File: src/rtl/muldiv_pkg.sv
// Shared definitions for the iterative multiply/divide unit: op and state
// encodings, default width/iteration count, divide-by-zero quotient.
package muldiv_pkg;

    localparam int WIDTH_DEF = 32;
    localparam int ITER_DEF  = 32;

    typedef enum logic [1:0] {
        OP_MULLO = 2'b00,
        OP_MULHI = 2'b01,
        OP_DIVQ  = 2'b10,
        OP_DIVR  = 2'b11
    } op_e;

    typedef enum logic [1:0] {
        IDLE = 2'b00,
        BUSY = 2'b01,
        WB   = 2'b10
    } state_e;

    localparam logic [WIDTH_DEF-1:0] DIV0_Q = '1;

endpackage

File: src/rtl/muldiv_if.sv
// Issue/write-back bundle between the controller, the muldiv unit and the
// register file write port.
interface muldiv_if;

    logic        start;
    logic [1:0]  op;
    logic [31:0] src_a;
    logic [31:0] src_b;
    logic [5:0]  dest;
    logic        busy;
    logic        done;
    logic        RegWrite;
    logic [5:0]  WriteReg;
    logic [31:0] WriteData;

    modport master (
        output start, op, src_a, src_b, dest,
        input  busy, done, RegWrite, WriteReg, WriteData
    );

    modport slave (
        input  start, op, src_a, src_b, dest,
        output busy, done, RegWrite, WriteReg, WriteData
    );

endinterface

File: src/rtl/muldiv_step.sv
// One radix-2 iteration over a {high, low} accumulator: add-and-shift-right
// for multiply, trial-subtract-and-shift-left (restoring) for divide.
module muldiv_step
    import muldiv_pkg::*;
#(
    parameter int WIDTH = WIDTH_DEF
) (
    input  logic               is_div,
    input  logic [WIDTH-1:0]   operand,
    input  logic [2*WIDTH-1:0] acc,
    output logic [2*WIDTH-1:0] acc_next
);

    logic [WIDTH:0]   sum;
    logic [WIDTH:0]   rem_shift;
    logic             fits;
    logic [WIDTH-1:0] rem_sub;

    always_comb begin
        sum       = {1'b0, acc[2*WIDTH-1:WIDTH]} + (acc[0] ? {1'b0, operand} : '0);
        // Partial remainder after shifting in the next dividend bit; the
        // extra top bit is needed because it can exceed WIDTH bits briefly.
        rem_shift = acc[2*WIDTH-1:WIDTH-1];
        fits      = (rem_shift >= {1'b0, operand});
        rem_sub   = rem_shift[WIDTH-1:0] - operand;
        if (!is_div) begin
            acc_next = {sum, acc[WIDTH-1:1]};
        end else if (fits) begin
            acc_next = {rem_sub, acc[WIDTH-2:0], 1'b1};
        end else begin
            acc_next = {acc[2*WIDTH-2:0], 1'b0};
        end
    end

endmodule

File: src/rtl/muldiv_unit.sv
// Iterative 32-bit unsigned multiply/divide stage with a registered
// single-cycle register-file write-back and start/busy/done handshake.
module muldiv_unit
    import muldiv_pkg::*;
#(
    parameter int WIDTH = WIDTH_DEF,
    parameter int ITER  = ITER_DEF
) (
    input logic     clock,
    input logic     reset,
    muldiv_if.slave bus
);

    localparam int CNT_W = $clog2(ITER);

    state_e             state;
    logic [CNT_W-1:0]   cnt;
    op_e                op_q;
    logic [WIDTH-1:0]   opnd_q;
    logic [5:0]         dest_q;
    logic [2*WIDTH-1:0] acc;
    logic [2*WIDTH-1:0] acc_next;
    logic [WIDTH-1:0]   result;
    logic               is_div;
    logic               done_q;
    logic               regwrite_q;
    logic [5:0]         writereg_q;
    logic [WIDTH-1:0]   writedata_q;

    assign is_div = (op_q == OP_DIVQ) || (op_q == OP_DIVR);

    muldiv_step #(.WIDTH(WIDTH)) u_step (
        .is_div   (is_div),
        .operand  (opnd_q),
        .acc      (acc),
        .acc_next (acc_next)
    );

    // Result is taken from the final step's output so it can be registered
    // on the same edge that enters WB. A zero divisor already leaves the
    // dividend in the remainder half; the quotient is forced explicitly.
    always_comb begin
        case (op_q)
            OP_MULLO: result = acc_next[WIDTH-1:0];
            OP_MULHI: result = acc_next[2*WIDTH-1:WIDTH];
            OP_DIVQ:  result = (opnd_q == '0) ? DIV0_Q : acc_next[WIDTH-1:0];
            default:  result = acc_next[2*WIDTH-1:WIDTH];
        endcase
    end

    always_ff @(posedge clock or negedge reset) begin
        if (!reset) begin
            state       <= IDLE;
            cnt         <= '0;
            op_q        <= OP_MULLO;
            opnd_q      <= '0;
            dest_q      <= '0;
            acc         <= '0;
            done_q      <= 1'b0;
            regwrite_q  <= 1'b0;
            writereg_q  <= '0;
            writedata_q <= '0;
        end else begin
            done_q     <= 1'b0;
            regwrite_q <= 1'b0;
            case (state)
                IDLE: begin
                    if (bus.start) begin
                        op_q   <= op_e'(bus.op);
                        opnd_q <= bus.src_b;
                        dest_q <= bus.dest;
                        acc    <= {{WIDTH{1'b0}}, bus.src_a};
                        cnt    <= '0;
                        state  <= BUSY;
                    end
                end
                BUSY: begin
                    acc <= acc_next;
                    cnt <= cnt + 1'b1;
                    if (cnt == CNT_W'(ITER - 1)) begin
                        state       <= WB;
                        done_q      <= 1'b1;
                        regwrite_q  <= (dest_q != '0);
                        writereg_q  <= dest_q;
                        writedata_q <= result;
                    end
                end
                WB:      state <= IDLE;
                default: state <= IDLE;
            endcase
        end
    end

    assign bus.busy      = (state != IDLE);
    assign bus.done      = done_q;
    assign bus.RegWrite  = regwrite_q;
    assign bus.WriteReg  = writereg_q;
    assign bus.WriteData = writedata_q;

endmodule

File: src/flat_wrapper.sv
// flat-port wrapper written by rule: the top's interface ports become plain ports
module muldiv_unit_flat import muldiv_pkg::*;
#(
    parameter int WIDTH = WIDTH_DEF,
    parameter int ITER  = ITER_DEF
)
  (clock, reset, bus_start, bus_op, bus_src_a, bus_src_b, bus_dest, bus_busy, bus_done, bus_RegWrite, bus_WriteReg, bus_WriteData);
  muldiv_if bus_i ();
  input logic clock;
  input logic reset;
  input wire logic [$bits(bus_i.start)-1:0] bus_start;
  input wire logic [$bits(bus_i.op)-1:0] bus_op;
  input wire logic [$bits(bus_i.src_a)-1:0] bus_src_a;
  input wire logic [$bits(bus_i.src_b)-1:0] bus_src_b;
  input wire logic [$bits(bus_i.dest)-1:0] bus_dest;
  output wire logic [$bits(bus_i.busy)-1:0] bus_busy;
  output wire logic [$bits(bus_i.done)-1:0] bus_done;
  output wire logic [$bits(bus_i.RegWrite)-1:0] bus_RegWrite;
  output wire logic [$bits(bus_i.WriteReg)-1:0] bus_WriteReg;
  output wire logic [$bits(bus_i.WriteData)-1:0] bus_WriteData;
  assign bus_i.start = bus_start;
  assign bus_i.op = bus_op;
  assign bus_i.src_a = bus_src_a;
  assign bus_i.src_b = bus_src_b;
  assign bus_i.dest = bus_dest;
  assign bus_busy = bus_i.busy;
  assign bus_done = bus_i.done;
  assign bus_RegWrite = bus_i.RegWrite;
  assign bus_WriteReg = bus_i.WriteReg;
  assign bus_WriteData = bus_i.WriteData;
  muldiv_unit #(.WIDTH(WIDTH), .ITER(ITER)) u_core (.clock(clock), .reset(reset), .bus(bus_i));
endmodule
File: config.mk
export PLATFORM = sky130hd
export DESIGN_NAME = muldiv_unit_flat
export DESIGN_NICKNAME = d
export VERILOG_FILES = /design/src/rtl/muldiv_pkg.sv /design/src/rtl/muldiv_if.sv /design/src/rtl/muldiv_step.sv /design/src/rtl/muldiv_unit.sv /design/src/flat_wrapper.sv
export SDC_FILE = /design/constraint.sdc
export NUM_CORES = 1
export LEC_CHECK = 0
export CAP_MARGIN = 20
export CORE_MARGIN = 2
export CORE_UTILIZATION = 30
export DETAILED_ROUTE_END_ITERATION = 8
export GPL_TIMING_DRIVEN = 0
export PLACE_DENSITY = 0.54
export RECOVER_POWER = 100
export REMOVE_ABC_BUFFERS = 1
export SETUP_SLACK_MARGIN = 0.5
export SLEW_MARGIN = 15
export SYNTH_ARGS = -nofsm -noshare
export SYNTH_HDL_FRONTEND = slang
export SYNTH_SLANG_ARGS = --single-unit
File: constraint.sdc
create_clock -name clock -period 4.4 [get_ports clock]
set_clock_uncertainty 0.1 [all_clocks]
set_input_delay 1.32 -clock clock [delete_from_list [all_inputs] [get_ports clock]]
set_output_delay 1.32 -clock clock [all_outputs]
set_load 0.02 [all_outputs]
==> flow_summary.json, run 1 <==
{
  "setup-violations-final": 0,
  "num_vias": 10040,
  "clk-insertion-delay-late_ns": 0.44,
  "start_util_pct": 30.40,
  "io_buffers": 115,
  "drt_wl_total_um": 37590,
  "clk_path_buf_depth": 2,
  "cp.required_ns": 4.58,
  "first_global_vias": 9972,
  "r2r_start": "u_core.opnd_q[1]$_DFFE_PN0P_",
  "cts_root_buf": "clkbuf_16",
  "cts_tree": "yes",
  "fmax_mhz": 252.5,
  "hold_viol_final": 0,
  "path_cells": "inv_1 -> ha_1 -> nor2b_1 -> o31a_1 -> o21ai_2 -> a2111oi_2 -> o31ai_4 -> nand2_4 -> mux2_1 -> a21oi_1 -> a221oi_2",
  "grt_util_all_layers_pct": 19.78,
  "path_clk_slew_ns": 0.07,
  "grt_max_degree": 96,
  "ys_warn_count": 0,
  "nFillCells": 3826,
  "dr.pass1.iters": 5,
  "die_w_um": 196.6,
  "gp_congestion": 0.8775,
  "synthCells": 1299,
  "cap_violations": 0,
  "synth-edff-count": 0,
  "diodes": 0,
  "numCtsBuffers": 17,
  "io_pins": 116,
  "place_hpwl_um": 27490,
  "synthDistinctLibCells": 92,
  "start_kind": "flop",
  "ant_nets": 0,
  "critPathMaxFanout": 20,
  "crit_slowest_cell": "a2111oi_2",
  "grt_pass1_wl_um": 59070,
  "fin_ws_ns": 0.4403,
  "worst_setup_path_end_kind": "flop",
  "synth_area_per_cell_um2": 8.567,
  "clock_sinks": 151,
  "post-route-period-util_pct": 89.99,
  "htreeDepth": 4,
  "cts_hold_buf": 0,
  "synth_area_leader_cell": "dfrtp_1",
  "ys_seq_area_share_pct": 33.96,
  "r2r_slack_ns": 0.44,
  "utilization_pct": 36.17,
  "synthArstFlopShare_pct": 100.0,
  "syn_to_final_growth_pct": 19.00,
  "min_period_ns": 3.960,
  "drt-initial-drc-count": 731,
  "setup_tns_ns": 0,
  "cp-endpoint": "u_core.bus.WriteData[7]$_DFFE_PN0P_",
  "die_area_mm2": 0.03865,
  "nNetsFinal": 1512,
  "drt-wirelength-per-cell_um": 20.34,
  "cp_slowest_stage_delay_ns": 0.80,
  "synth_area_leaders": "dfrtp_1, ha_1, nand2_1, o21ai_0, mux2i_1",
  "cp.arrival_ns": 4.14,
  "die_y_um": 196.6,
  "drive_above_1_share_pct": 6.232,
  "core-area_mm2": 0.03661,
  "overflow": 0,
  "r2r_cells": 11,
  "worst_pin_slew_ns": 1.467,
  "place_ws_ns": 0.005591,
  "hp-class": "reg -> reg",
  "r2r-end": "u_core.bus.WriteData[7]$_DFFE_PN0P_",
  "relSlewSlack_pct": 2.206,
  "status": "finished clean",
  "synthesis.area_mm2": 0.01113,
  "ys.flop_type": "dfrtp_1",
  "startpoint": "u_core.opnd_q[1]$_DFFE_PN0P_",
  "critPathKind": "reg -> reg",
  "ys_ff_latch": 151,
  "rows": 70,
  "report.final.slew_viol_count": 0,
  "rsz0062_at_grt": "false",
  "synth_top_area_share_pct": 33.96,
  "antenna_found_initial": 0,
  "viasPerCell": 5.433,
  "drc_errors": 0
}
## timing repair
action                                  CTS  global route
endpoints found under the setup margin   44            33
buffers inserted                          2             1
hold endpoints to repair                  0             0
gates cloned                              0             0
pin swaps                                 1             0
gates resized for setup                   5             5
## synth_stat cells, drive strengths merged (4+ instances only)
cell     number
dfrtp       151
and2         38
or3           6
nor2        103
a221oi       14
a211oi       13
nand4         9
clkbuf       51
nand3        55
inv          53
a21oi        83
o211ai        8
o21ai       128
nor3         19
xnor2        33
o2bb2ai       6
nor4         11
nand2       165
o21a         12
ha           66
and3         14
and4          5
mux2         11
a211o         4
xor2         13
a31oi        12
nor2b         7
mux2i        46
o31ai        10
o21bai        7
a221o        34
nand2b       13
or2           4
a21o         21
o221a         5
buf          23
a21boi        5
## worst max-delay path: cells and delay by family, from the launching register on
family	cells	cell delay [ns]
compound gates	6	1.92
fa+ha+maj	1	0.30
flops	1	0.44
simple gates	2	0.54
buf+inv	1	0.12
mux	1	0.36
## kinds of logic (layout without fill, tap and decap cells)
| group | Yosys count | count (layout) | share of synthesized area (%) |
|---|---|---|---|
| AO/OA/AOI/OAI | 393 | 393 | 24.44 |
| XOR/XNOR | 46 | 46 | 3.620 |
| adder cells (fa/ha/maj) | 68 | 68 | 7.781 |
| buffers and inverters | 129 | 210 | 5.082 |
| flip-flops | 151 | 151 | 33.96 |
| multiplexers | 58 | 58 | 5.948 |
| AND/OR/NAND/NOR | 454 | 454 | 19.17 |
## through the flow
stage | cells | hold slack (ns) | instance area, um2
floorplan | 1224 | 0.3610 | 10770
global placement | 1807 | 0.3638 | 12500
detailed placement | 1815 | 0.3648 | 12700
CTS | 1847 | 0.3880 | 13340
global route | 1848 | 0.4020 | 13240
finish | 1848 | 0.3807 | 13240
## cell type report
| class | instances | area (um2) | area share [%] |
|---|---|---|---|
| Tap cell | 468 | 585.6 | 4.422 |
| Timing Repair Buffer | 126 | 1318 | 9.949 |
| Multi-Input combinational cell | 1019 | 6740 | 50.90 |
| Inverter | 54 | 207.7 | 1.568 |
| Sequential cell | 151 | 3786 | 28.59 |
| Clock inverter | 12 | 176.4 | 1.332 |
| Clock buffer | 18 | 429.2 | 3.241 |
## cell usage in the layout (no fill, tap or decap), drive strengths merged, types with 12 or more instances in the layout
master	n
xor2	13
o21ai	128
a31oi	12
nand2b	13
mux2i	46
a221o	34
and2	38
a211oi	13
and3	14
dlygate4sd3	42
o21a	12
inv	56
dfrtp	151
nand3	55
a21o	21
a221oi	14
ha	66
clkbuf	20
nor2	103
nand2	165
a21oi	83
xnor2	33
clkdlybuf4s50	72
nor3	19
## how the worst min path moves through the flow
| stage | to | slack, ns | startpoint | cells past startpoint |
|---|---|---|---|---|
| after floorplan | u_core.bus.WriteReg[1]$_DFFE_PN0P_ | 0.36 | u_core.dest_q[1]$_DFFE_PN0P_ | 2 |
| after global placement | u_core.bus.WriteReg[2]$_DFFE_PN0P_ | 0.36 | u_core.bus.WriteReg[2]$_DFFE_PN0P_ | 2 |
| after detailed placement | u_core.bus.WriteReg[2]$_DFFE_PN0P_ | 0.36 | u_core.bus.WriteReg[2]$_DFFE_PN0P_ | 2 |
| after CTS | u_core.bus.WriteReg[1]$_DFFE_PN0P_ | 0.39 | u_core.bus.WriteReg[1]$_DFFE_PN0P_ | 2 |
| after global routing | u_core.bus.WriteReg[3]$_DFFE_PN0P_ | 0.40 | u_core.bus.WriteReg[3]$_DFFE_PN0P_ | 2 |
| final | u_core.bus.WriteReg[4]$_DFFE_PN0P_ | 0.38 | u_core.bus.WriteReg[4]$_DFFE_PN0P_ | 2 |
## flip-flops by register name, summed over array words and instances, names as in the netlist
register	cells
u_core.bus.RegWrite	1
u_core.bus.WriteReg	6
u_core.op_q	2
u_core.bus.WriteData	32
u_core.opnd_q	32
u_core.acc	64
u_core.cnt	5
u_core.state	2
u_core.bus.done	1
u_core.dest_q	6
## routing by layer
| metal | part of all wire, % | GRT usage (%) | vias to the layer above |
|---|---|---|---|
| met5 | 0 | 0 | - |
| met4 | 1.8 | 5.430 | 0 |
| met3 | 5.3 | 3.628 | 39 |
| met2 | 45 | 30.59 | 256 |
| met1 | 48 | 28.28 | 4894 |
| li1 | - | - | 4852 |
Power of run 1 is not shown: default switching activity piles up to over one toggle a cycle in this logic, so the estimate is an artifact.
==> run 2: changes to the inputs <==
Settings changed: SLEW_MARGIN 15 to not set.
Clock period 4.4 ns to 5.05 ns, I/O delays scaled along.
==> flow_summary.json, run 2 (synthesized netlist as in run 1, its figures left out) <==
{
  "place_hpwl_um": 27410,
  "cts_tree": "yes",
  "layout_commonest_cell": "nand2_1",
  "hold_ws_ns": 0.3749,
  "hold_viol_final": 0,
  "drt-wirelength-per-cell_um": 20.11,
  "htreeDepth": 4,
  "clock_sinks": 151,
  "worst_setup_path_end_kind": "flop",
  "relSlewSlack_pct": -37.70,
  "violations": "capacitance limit, slew limit",
  "whs_path_depth": 2,
  "cp.required_ns": 5.23,
  "die_area_mm2": 0.03865,
  "drc_errors": 0,
  "io_buffers": 115,
  "status": "finished with violations",
  "mostFrequentLayoutCells": "nand2_1, dfrtp_1, o21ai_0",
  "cp.arrival_ns": 4.68,
  "critPathKind": "reg -> reg",
  "die_w_um": 196.6,
  "min_period_ns": 4.499,
  "path_cells": "inv_1 -> ha_1 -> nor2b_1 -> o31a_1 -> o21ai_2 -> a2111oi_4 -> o31ai_4 -> and2_1 -> o21ai_0 -> o21ai_0 -> a221oi_1",
  "cp.depth": 11,
  "multi_input_area_mm2": 0.006760,
  "place_ws_ns": 0.6717,
  "nNetsFinal": 1510,
  "cap_violations": 2,
  "viasPerCell": 5.413,
  "setup-violations-final": 0,
  "rows": 70,
  "top_register": "u_core.acc",
  "ant_nets": 0,
  "io_pins": 116,
  "r2r_cells": 11,
  "cp_slowest_stage_delay_ns": 0.85,
  "diodes": 0,
  "clk_path_buf_depth": 2,
  "cts_root_buf": "clkbuf_16",
  "nFillCells": 3849,
  "largest_reg_flops": 64,
  "rsz0062_at_grt": "false",
  "crit_top_cell": "o21ai_0",
  "start_kind": "flop",
  "critPathMaxFanout": 21,
  "top_usage_layer": "met2",
  "overflow": 0,
  "crit_slowest_cell": "and2_1",
  "drt-initial-drc-count": 715,
  "post-route-period-util_pct": 89.09,
  "start_util_pct": 30.40,
  "gr-usage-met2_pct": 30.59,
  "dp.cells": 1816,
  "worst_pin_slew_ns": 2.065,
  "met3_usage_pct": 3.576,
  "syn_to_final_growth_pct": 18.99,
  "numCtsBuffers": 17,
  "die_y_um": 196.6,
  "num_vias": 9997,
  "path_buf_inv": 1,
  "drt_wl_total_um": 37140,
  "path_clk_slew_ns": 0.07,
  "instances_no_fill": 1847,
  "fin_ws_ns": 0.5507,
  "gp_congestion": 0.8775,
  "dr.pass1.iters": 5,
  "grt_pass1_wl_um": 58570,
  "antenna_found_initial": 0,
  "report.final.slew_viol_count": 62,
  "cp_top_family": "compound AO/OA/AOI/OAI gates",
  "use_met1_pct": 27.71,
  "first_global_vias": 9938,
  "grt_max_degree": 96,
  "regArea_mm2": 0.003782,
  "cts_hold_buf": 0,
  "clk-insertion-delay-late_ns": 0.44,
  "hp-class": "reg -> reg",
  "core-area_mm2": 0.03661,
  "drive_above_1_share_pct": 5.946,
  "utilization_pct": 36.17,
  "fmax_mhz": 222.3,
  "grt_util_all_layers_pct": 19.61
}
[run 2: cell count changes in the layout (fill, tap and decap cells not counted), moves of 2 or more]
| cell | previous run | this run |
|---|---|---|
| o21ai_0 | 108 | 114 |
| and2_0 | 0 | 2 |
| clkinv_4 | 1 | 5 |
| clkinv_2 | 3 | 1 |
| mux2i_4 | 0 | 2 |
| bufinv_16 | 4 | 1 |
| buf_12 | 3 | 0 |
| o21ai_1 | 16 | 10 |
| mux2i_1 | 46 | 44 |
| buf_16 | 2 | 6 |
[run 2: per-layer routing]
layer | wire length [um] | up-vias
li1 | - | 4846
met1 | 17960 | 4863
met2 | 16570 | 255
met3 | 1965 | 33
met4 | 641 | 0
met5 | 0 | -
[run 2: worst paths after layout]
path / startpoint / end / slack (ns)
worst max register to register: u_core.opnd_q[1]$_DFFE_PN0P_ / u_core.bus.WriteData[9]$_DFFE_PN0P_ / 0.55
worst min-delay path: u_core.bus.WriteReg[2]$_DFFE_PN0P_ / u_core.bus.WriteReg[2]$_DFFE_PN0P_ / 0.37
min in group asynchronous: reset / u_core.bus.done$_DFF_PN0_ / 0.89
max in group asynchronous: reset / u_core.op_q[1]$_DFFE_PN0P_ / 3.06
worst max-delay path: u_core.opnd_q[1]$_DFFE_PN0P_ / u_core.bus.WriteData[9]$_DFFE_PN0P_ / 0.55
worst min register to register: u_core.bus.WriteReg[2]$_DFFE_PN0P_ / u_core.bus.WriteReg[2]$_DFFE_PN0P_ / 0.37
[run 2: stage by stage]
| step | TNS [ns] | area [um2] |
|---|---|---|
| after CTS | 0 | 13310 |
| final | 0 | 13240 |
| after detailed placement | 0 | 12750 |
| after floorplan | 0 | 10770 |
| after global placement | -831.75 | 12500 |
| after global routing | 0 | 13240 |
[run 2: worst reg2reg max path, stage by stage, from the launching register on]
cell and delay (ns):
dfrtp_1 0.44, inv_1 0.12, ha_1 0.30, nor2b_1 0.15
o31a_1 0.31, o21ai_2 0.36, a2111oi_4 0.18, o31ai_4 0.65
and2_1 0.85, o21ai_0 0.25, o21ai_0 0.46, a221oi_1 0.18
[run 2: area by class of cell]
type	instances	share of cell area [%]
multi-input cells	1019	51.05
inverters	54	1.531
repair buffers	124	10.18
well taps	468	4.422
clock buffers	19	3.345
clock inverters	12	0.9071
flip-flops and latches	151	28.56
[run 2: timing repair]
item                                   in CTS  in global routing
endpoints found under the hold margin       0                  0
setup endpoints to repair                   0                  3
buffers inserted                            0                  0
gates resized for setup                     0                  3
Power of run 2 is left out for the same reason.
==> run 3: changes to the inputs <==
Settings changed: CAP_MARGIN 20 to 25.
==> flow_summary.json, run 3 (synthesized netlist as in run 1, its figures left out) <==
{
  "status": "finished with violations",
  "violations": "capacitance limit, slew limit",
  "cp.depth": 10,
  "drt_wl_total_um": 37000,
  "critPathKind": "reg -> reg",
  "io_pins": 116,
  "cts_root_buf": "clkbuf_16",
  "layout_commonest_cell": "nand2_1",
  "first_global_vias": 9945,
  "path_clk_slew_ns": 0.07,
  "diodes": 0,
  "drt-wirelength-per-cell_um": 20.06,
  "cts_tree": "yes",
  "hold_end": "u_core.bus.WriteReg[5]$_DFFE_PN0P_",
  "grt_pass1_wl_um": 58390,
  "postLayoutCellArea_mm2": 0.01330,
  "hp-class": "reg -> reg",
  "cp_top_family": "compound AO/OA/AOI/OAI gates",
  "dp.cells": 1816,
  "top_register": "u_core.acc",
  "die_y_um": 196.6,
  "min_period_ns": 4.533,
  "drc_errors": 0,
  "die_area_mm2": 0.03865,
  "overflow": 0,
  "worst_pin_slew_ns": 2.028,
  "cap_violations": 1,
  "r2r_slack_ns": 0.52,
  "nNetsFinal": 1510,
  "crit_top_cell": "a21oi_1",
  "drive_above_1_share_pct": 5.955,
  "start_util_pct": 30.40,
  "fmax_mhz": 220.6,
  "cp.required_ns": 5.25,
  "syn_to_final_growth_pct": 19.49,
  "clk_path_buf_depth": 2,
  "critPathMaxFanout": 21,
  "crit_slowest_cell": "and2_1",
  "io_buffers": 115,
  "core-area_mm2": 0.03661,
  "clock_sinks": 151,
  "largest_reg_flops": 64,
  "clk-insertion-delay-late_ns": 0.44,
  "grt_util_all_layers_pct": 19.50,
  "r2r-end": "u_core.bus.WriteData[25]$_DFFE_PN0P_",
  "r2r_start": "u_core.opnd_q[16]$_DFFE_PN0P_",
  "relSlewSlack_pct": -35.29,
  "ant_nets": 0,
  "report.final.slew_viol_count": 37,
  "rsz0062_at_grt": "false",
  "regArea_mm2": 0.003782,
  "numCtsBuffers": 17,
  "cp.arrival_ns": 4.73,
  "multi_input_area_mm2": 0.006773,
  "whs_path_depth": 2,
  "num_vias": 9992,
  "r2r_cells": 10,
  "drt-initial-drc-count": 718,
  "instances_no_fill": 1845,
  "viasPerCell": 5.416,
  "cp_slowest_stage_delay_ns": 0.94,
  "hold_viol_final": 0,
  "setup-violations-final": 0,
  "place_hpwl_um": 27290,
  "die_w_um": 196.6,
  "worst_setup_path_end_kind": "flop",
  "place_area_mm2": 0.01275,
  "antenna_found_initial": 0,
  "place_ws_ns": 0.6630,
  "grt_max_degree": 96,
  "min_from": "u_core.bus.WriteReg[5]$_DFFE_PN0P_",
  "path_buf_inv": 1,
  "fin_ws_ns": 0.5175,
  "path_cells": "inv_1 -> ha_1 -> a21oi_1 -> o21ai_2 -> a311o_1 -> o31ai_4 -> and2_1 -> o31ai_1 -> mux2i_1 -> a21oi_1",
  "gp_congestion": 0.8775,
  "post-route-period-util_pct": 89.75,
  "htreeDepth": 4,
  "start_kind": "flop",
  "post_cts_buffers": 0,
  "dr.pass1.iters": 5,
  "nFillCells": 3789,
  "mostFrequentLayoutCells": "nand2_1, dfrtp_1, o21ai_0",
  "rows": 70
}
==> run 3: cell types whose count changed in the layout (fill, tap and decap cells not counted), sizes merged <==
cell,change
bufinv,+3
clkinv,-2
clkbuf,-1
clkinvlp,-1
inv,-1
==> run 3: worst max path at each step <==
stage                                        startpoint                              endpoint  slack (ns)
after global routing                          bus_start            u_core.acc[23]$_DFFE_PN0P_        0.36
after floorplan                               bus_start            u_core.acc[10]$_DFFE_PN0P_         0.1
after global placement                            reset         u_core.opnd_q[26]$_DFFE_PN0P_       -4.31
after CTS                   u_core.state[0]$_DFFE_PN0P_  u_core.bus.WriteData[16]$_DFFE_PN0P_        0.62
final                     u_core.opnd_q[16]$_DFFE_PN0P_  u_core.bus.WriteData[25]$_DFFE_PN0P_        0.52
after detailed placement    u_core.state[0]$_DFFE_PN0P_  u_core.bus.WriteData[16]$_DFFE_PN0P_        0.66
==> run 3: area by class of cell <==
cell class	instances	area share, %
flip-flops and latches	151	28.45
inverters	54	1.524
multi-input cells	1019	50.94
well taps	468	4.404
clock inverters	11	1.327
clock buffers	18	3.228
repair buffers	124	10.13
==> run 3: what timing repair did <==
item	4_1_cts	5_1_grt
hold buffers	0	0
gates resized for setup	0	3
setup endpoints to repair	0	4
==> run 3: metrics by stage <==
stage	util, %	hold WS [ns]	setup TNS (ns)
floorplan	-	0.3610	0
global placement	34.15	0.3638	-831.75
detailed placement	34.82	0.3648	0
CTS	36.47	0.3816	0
global route	36.32	0.4051	0
finish	36.32	0.3713	0
==> run 3: routing by layer <==
metal / wire, um / GRT usage, %
met4: 838 / 5.709
met1: 17800 / 27.86
met3: 2010 / 3.457
met5: 0 / 0
met2: 16350 / 30.10
==> run 3: worst reg2reg max path: cells and delay by family (launching register included) <==
kind            cells  cell delay, ns
compound gates      6            1.96
simple gates        1            0.95
mux                 1            0.46
flops               1            0.45
fa+ha+maj           1            0.38
buf+inv             1            0.09
Power of run 3 is left out for the same reason.
